==> config.mk <==
export PLATFORM = sky130hd
export DESIGN_NAME = tff_count_ctrl
export DESIGN_NICKNAME = d
export VERILOG_FILES = /design/src/rtl/tff_count_ctrl.sv
export SDC_FILE = /design/constraint.sdc
export NUM_CORES = 1
export LEC_CHECK = 0
export CAP_MARGIN = 0
export CORE_MARGIN = 10
export CORE_UTILIZATION = 55
export CTS_CLUSTER_DIAMETER = 80
export CTS_CLUSTER_SIZE = 14
export DETAILED_ROUTE_END_ITERATION = 7
export PLACE_DENSITY = 0.86
export SLEW_MARGIN = 20
export SYNTH_ARGS = -nofsm -noshare
export SYNTH_HDL_FRONTEND = slang
export SYNTH_SLANG_ARGS = --single-unit
==> constraint.sdc <==
create_clock -name clk -period 7.9 [get_ports clk]
set_clock_uncertainty 0.1 [all_clocks]
set_input_delay 1.58 -clock clk [delete_from_list [all_inputs] [get_ports clk]]
set_output_delay 1.58 -clock clk [all_outputs]
set_load 0.1 [all_outputs]
==> src/rtl/tff_count_ctrl.sv <==
// tff_count_ctrl: start/stop/load sequencer driving a WIDTH-bit toggle bank as a modulo-M up/down counter
module tff_count_ctrl #(
  parameter int WIDTH = 4
) (
  input  logic             clk,
  input  logic             reset,
  input  logic             start,
  input  logic             stop,
  input  logic             dir,
  input  logic             one_shot,
  input  logic [WIDTH-1:0] modulus,
  input  logic             load,
  input  logic [WIDTH-1:0] load_val,
  output logic [WIDTH-1:0] t_vec,
  output logic [WIDTH-1:0] q,
  output logic             tc,
  output logic             busy,
  output logic             done
);
  typedef enum logic [1:0] {IDLE, RUN, PAUSE, DONE} state_t;
  localparam logic [WIDTH-1:0] one = 1;
  state_t state, state_next;
  logic [WIDTH:0] m_full, m1;
  logic [WIDTH-1:0] top, lv, q_next, run_next;
  logic term;
  // modulus 0 means 2^WIDTH, so M-1 needs one extra bit before truncation
  always_comb begin
    m_full = {modulus == '0, modulus};
    m1 = m_full - {{WIDTH{1'b0}}, 1'b1};
    top = m1[WIDTH-1:0];
    lv = ({1'b0, load_val} > m1) ? '0 : load_val;
    term = dir ? ({1'b0, q} >= m1) : (q == '0);
    run_next = stop ? q :
               term ? (one_shot ? q : (dir ? '0 : top)) :
               dir ? q + one :
               ({1'b0, q} > m1) ? top : q - one;
    tc = (state == RUN) && !stop && term;
    case (state)
      IDLE, PAUSE: begin
        state_next = stop ? (state == PAUSE ? IDLE : state) : start ? RUN : state;
        q_next = (!stop && !start && load) ? lv : q;
      end
      RUN: begin
        state_next = stop ? PAUSE : (term && one_shot) ? DONE : RUN;
        q_next = run_next;
      end
      default: begin
        state_next = stop ? IDLE : start ? RUN : DONE;
        q_next = stop ? q : start ? (dir ? '0 : top) : load ? lv : q;
      end
    endcase
    t_vec = q ^ q_next;
  end
  always_ff @(posedge clk or negedge reset) begin
    if (!reset) begin
      state <= IDLE;
      q <= '0;
      busy <= 1'b0;
      done <= 1'b0;
    end else begin
      state <= state_next;
      q <= q ^ t_vec;
      busy <= (state_next == RUN) || (state_next == PAUSE);
      done <= state_next == DONE;
    end
  end
endmodule

==> out/results.md <==
| Step | Item | This run |
| --- | --- | --- |
| power and ir drop | Proportion of total power due to net switching | 62.78% |
| sta | Time the worst path needs with I/O delays and setup | 7.058 ns |
| die | Chip Width | 66.88 um |
| global route | Global-route wire length before repair | 6106 um |
| finish | Layout cell share with drive strength beyond 1 | 11.17% |
| sta | Transition at the pin with the smallest max-transition slack | 0.9812 ns |
| power and ir drop | Pwr/cell area | 309.4 nW/um^2 |
| clock tree | CTS clk-pin slew, worst paths | 0.05 ns |
| placed design | Cells after DPL | 203 |
| die | I/O Pins | 26 |
| placed design | Post-DP Area | 1438 um^2 |
| worst setup path | Startpoint type of the worst setup path | primary input |
| finish | Fin util | 72.22% |
| die | Starting density of the core | 59.78% |
| synth | Post-Synth XOR/XNOR Area | 4.969% |
| min path | Type of the most critical hold path | reg -> reg |
| clock tree | Maximum number of buffers from clock root to sink | 2 |
| synth | Synth Cell Area | 1209 um^2 |
| power and ir drop | Sequential fraction of design power | 16.5% |
| clock tree | Maximum level of the CTS H-tree | 1 |
| global route | Total grt overflow | 0 |
| worst setup path | Path type of the worst setup path | in -> out |
| sta | Hold slack | 0.5098 ns |
| synth | Flip-flop cell with the highest count after synthesis | dfrtp_1 |
| clock tree | # hold bufs at CTS | 0 |
| sta | Final worst-path cycle share | 89.34% |
| synth | Mean cell area of the mapped netlist | 7.507 um^2 |
| power and ir drop | Cell internal power dissipation | 0.0001682 W |
| global route | Global router's overall resource usage | 16.66% |
| min path | Worst Hold End | state[1]$_DFF_PN0_ |
| worst setup path | Endpoint of the worst register-to-register path | busy$_DFF_PN0_ |
| route | Total Wirelength | 3532 um |
| synth | Ys async rst share | 100.0% |
| synth | Count of flip-flops with a built-in enable after synthesis | 0 |
| power and ir drop | Switching pwr | 0.0002836 W |
| clock tree | Post-cts resize count | 0 |
| global route | Via count of the first global-routing pass | 1,223 |
| worst setup path | Cell count of the worst reg-to-reg path | 10 |
| power and ir drop | Combinational power share | 76.4% |
| power and ir drop | Worst voltage drop across the vdd grid | 0.0002701 V |
| clock tree | Clock latency of the later-clocked register in the worst-skew pair | 0.26 ns |
| synth | Main combinational cell family by area after synthesis | compound AO/OA/AOI/OAI gates |
| worst setup path | Reg2reg start | q[0]$_DFF_PN0_ |
| route | Pre-antenna DRT Iters | 4 |
| worst setup path | WP data required | 6.22 ns |
| route | Post-detailed-route via-to-cell ratio | 6.306 |
| sta | Final-report hold violation count | 0 |
| placed design | Detailed placement HPWL | 2741 um |
| sta | Sum of negative setup slack | 0 ns |
| global route | Maximum number of pins on one net before global-route repair | 18 |
| die | Number of rows in the core area | 16 |
| sta | Slew margin rel. | 34.38% |
| synth | Area fraction in compound gates after synthesis | 31.57% |
| global route | Initial antenna violation count | 0 |
| route | Initial drt markers | 151 |
| sta | Final max-slew violation count | 0 |
| placed design | Number of buffer cells added on primary ports | 25 |
| die | Area of the core | 2022 um^2 |
| worst setup path | Critical path capture point type | output port |
| run status | Status | completed |
| finish | Non-Filler Instances | 206 |
| route | DR DRC count | 0 |
| finish | Area growth from synthesis to layout | 20.81% |
| synth | Flops & latches, synth | 8 |
| route | Total via count in the routed design | 1,299 |
| finish | Cell area after layout | 1460 um^2 |
| synth | Simple-gate share of the synthesized area | 24.43% |
| synth | Number of distinct library cells after synthesis | 55 |
| finish | ANT cells | 0 |
| clock tree | CTS tree | done |
| job | Max capacitance violation total | 0 |
| route | Post-detailed-route count of antenna-violating nets | 0 |
| worst setup path | Peak fanout along the critical path | 12 |
| die | Vertical die dimension | 66.88 um |
| synth | Share of cell area taken by muxes after synthesis | 1.656% |
| synth | Share of synthesized cell area in full adder, half adder and majority cells | 14.18% |
| sta | RSZ-0062 raised after global routing | false |
| worst setup path | Worst setup slack for register-to-register paths | 4.70 ns |
| clock tree | Buffer count from post-CTS setup fixing | 0 |
| power and ir drop | Leak Pwr | 0.6141 nW |
| min path | Startpoint of the tightest hold check path | state[1]$_DFF_PN0_ |
| clock tree | Count of clock tree sinks | 8 |
| route | Average detailed-routed wire length per instance | 17.15 um |
| synth | Cell count after synthesis | 161 |
| clock tree | Number of buffers created by CTS | 3 |
| sta | Maximum clock frequency | 141.7 MHz |
| clock tree | Cell at the root of the clock tree | clkbuf_4 |
| finish | Final nets | 207 |
| die | Overall die area | 4473 um^2 |
| sta | Total of endpoints with negative setup slack in the final report | 0 |
| synth | Sequential share of the synthesized area | 16.56% |
| synth | Syn_nets | 187 |
| worst setup path | Data arrival time of the critical path | 5.38 ns |
| min path | Number of instances on the worst hold path | 1 |
| power and ir drop | Proportion of power drawn by the clock network | 7.2% |
| finish | FILL cells | 166 |
| synth | Number of warnings printed during yosys synthesis | 0 |
| placed design | Placer Congestion | 0.9600 |
sequential cells by signal (all words and copies together) (netlist names):
name and count:
busy 1, done 1, q 4, state 2
how the worst max path moves through the flow:
stage	start	slack, ns	cells past startpoint	to
after global routing	modulus[0]	0.49	13	t_vec[1]
after CTS	modulus[0]	0.88	13	t_vec[1]
final	modulus[0]	0.84	13	t_vec[1]
after global placement	modulus[0]	1.01	13	t_vec[1]
after floorplan	modulus[0]	0.89	12	t_vec[2]
after detailed placement	modulus[0]	0.87	13	t_vec[1]
final cells by class:
class	instances	area, um^2	area share (%)
inverter	10	37.54	2.571
sequential	8	200.2	13.71
clock buffer	3	22.52	1.542
tap	27	33.78	2.314
timing repair buffer	25	237.7	16.28
multi-input combinational	133	928.4	63.58
power groups by stage:
| stage | Combinational, W | Clock, W | Sequential [W] |
|---|---|---|---|
| 2_1_floorplan | 0.000230 | 0 | 0.000116 |
| 3_3_place_gp | 0.000339 | 0 | 0.0000735 |
| 3_5_place_dp | 0.000344 | 0 | 0.0000744 |
| 4_1_cts | 0.000346 | 0.0000324 | 0.0000737 |
| 5_1_grt | 0.000369 | 0.0000359 | 0.0000767 |
| 6_report | 0.000345 | 0.0000323 | 0.0000744 |
logic make-up (layout without fill, tap and decap cells):
group / after synthesis / after routing
DFF: 8 / 8
muxes: 2 / 2
and+or+nand+nor: 58 / 58
xor gates and xnor gates: 6 / 6
AOI/OAI and AO/OA: 53 / 53
adders and majority gates: 14 / 14
buffers and inverters: 20 / 38
per-layer routing:
metal | track usage (%) | part of all wire (%)
met4 | 3.846 | 0.76
met1 | 22.63 | 43
met2 | 26.07 | 48
met3 | 3.344 | 8.4
met5 | 0 | 0
placed cells by master (no fill, tap or decap), drive strengths merged, types with 3 or more instances in the layout:
cell,count
nand2,12
o21ai,9
buf,5
o2111ai,3
nor2b,5
and3,4
clkdlybuf4s50,20
nor3,4
o211ai,3
a21oi,13
nand3,3
xnor2,4
dfrtp,8
clkbuf,3
inv,10
nor2,17
nand2b,4
maj3,3
ha,11
critical path, cell delays in order:
cell and delay (ns):
clkdlybuf4s50_1 0.55, inv_1 0.11, ha_1 0.22, xnor2_1 0.47, ha_1 0.37, a21oi_1 0.17, o21ai_0 0.16, maj3_2 0.36
a21oi_2 0.43, a2111oi_0 0.16, a311oi_2 0.33, xnor2_1 0.16, buf_4 0.31
metrics by stage:
stage | setup slack [ns] | power [W]
after floorplan | 0.8861 | 0.0003460
after global placement | 1.014 | 0.0004122
after detailed placement | 0.8703 | 0.0004188
after CTS | 0.8776 | 0.0004516
after global routing | 0.4862 | 0.0004815
final | 0.8419 | 0.0004518
cells in the mapped netlist (4+ instances only):
cell | n | share of area, %
nor2_1 | 17 | 5.3
a21oi_1 | 12 | 5.0
nand2_1 | 12 | 3.7
ha_1 | 11 | 11
inv_1 | 10 | 3.1
o21ai_0 | 9 | 3.7
dfrtp_1 | 8 | 17
clkbuf_1 | 7 | 2.2
nor2b_1 | 5 | 2.6
and3_1 | 4 | 2.1
nand2b_1 | 4 | 2.1
Note: power is estimated with default switching activity, not from simulation.
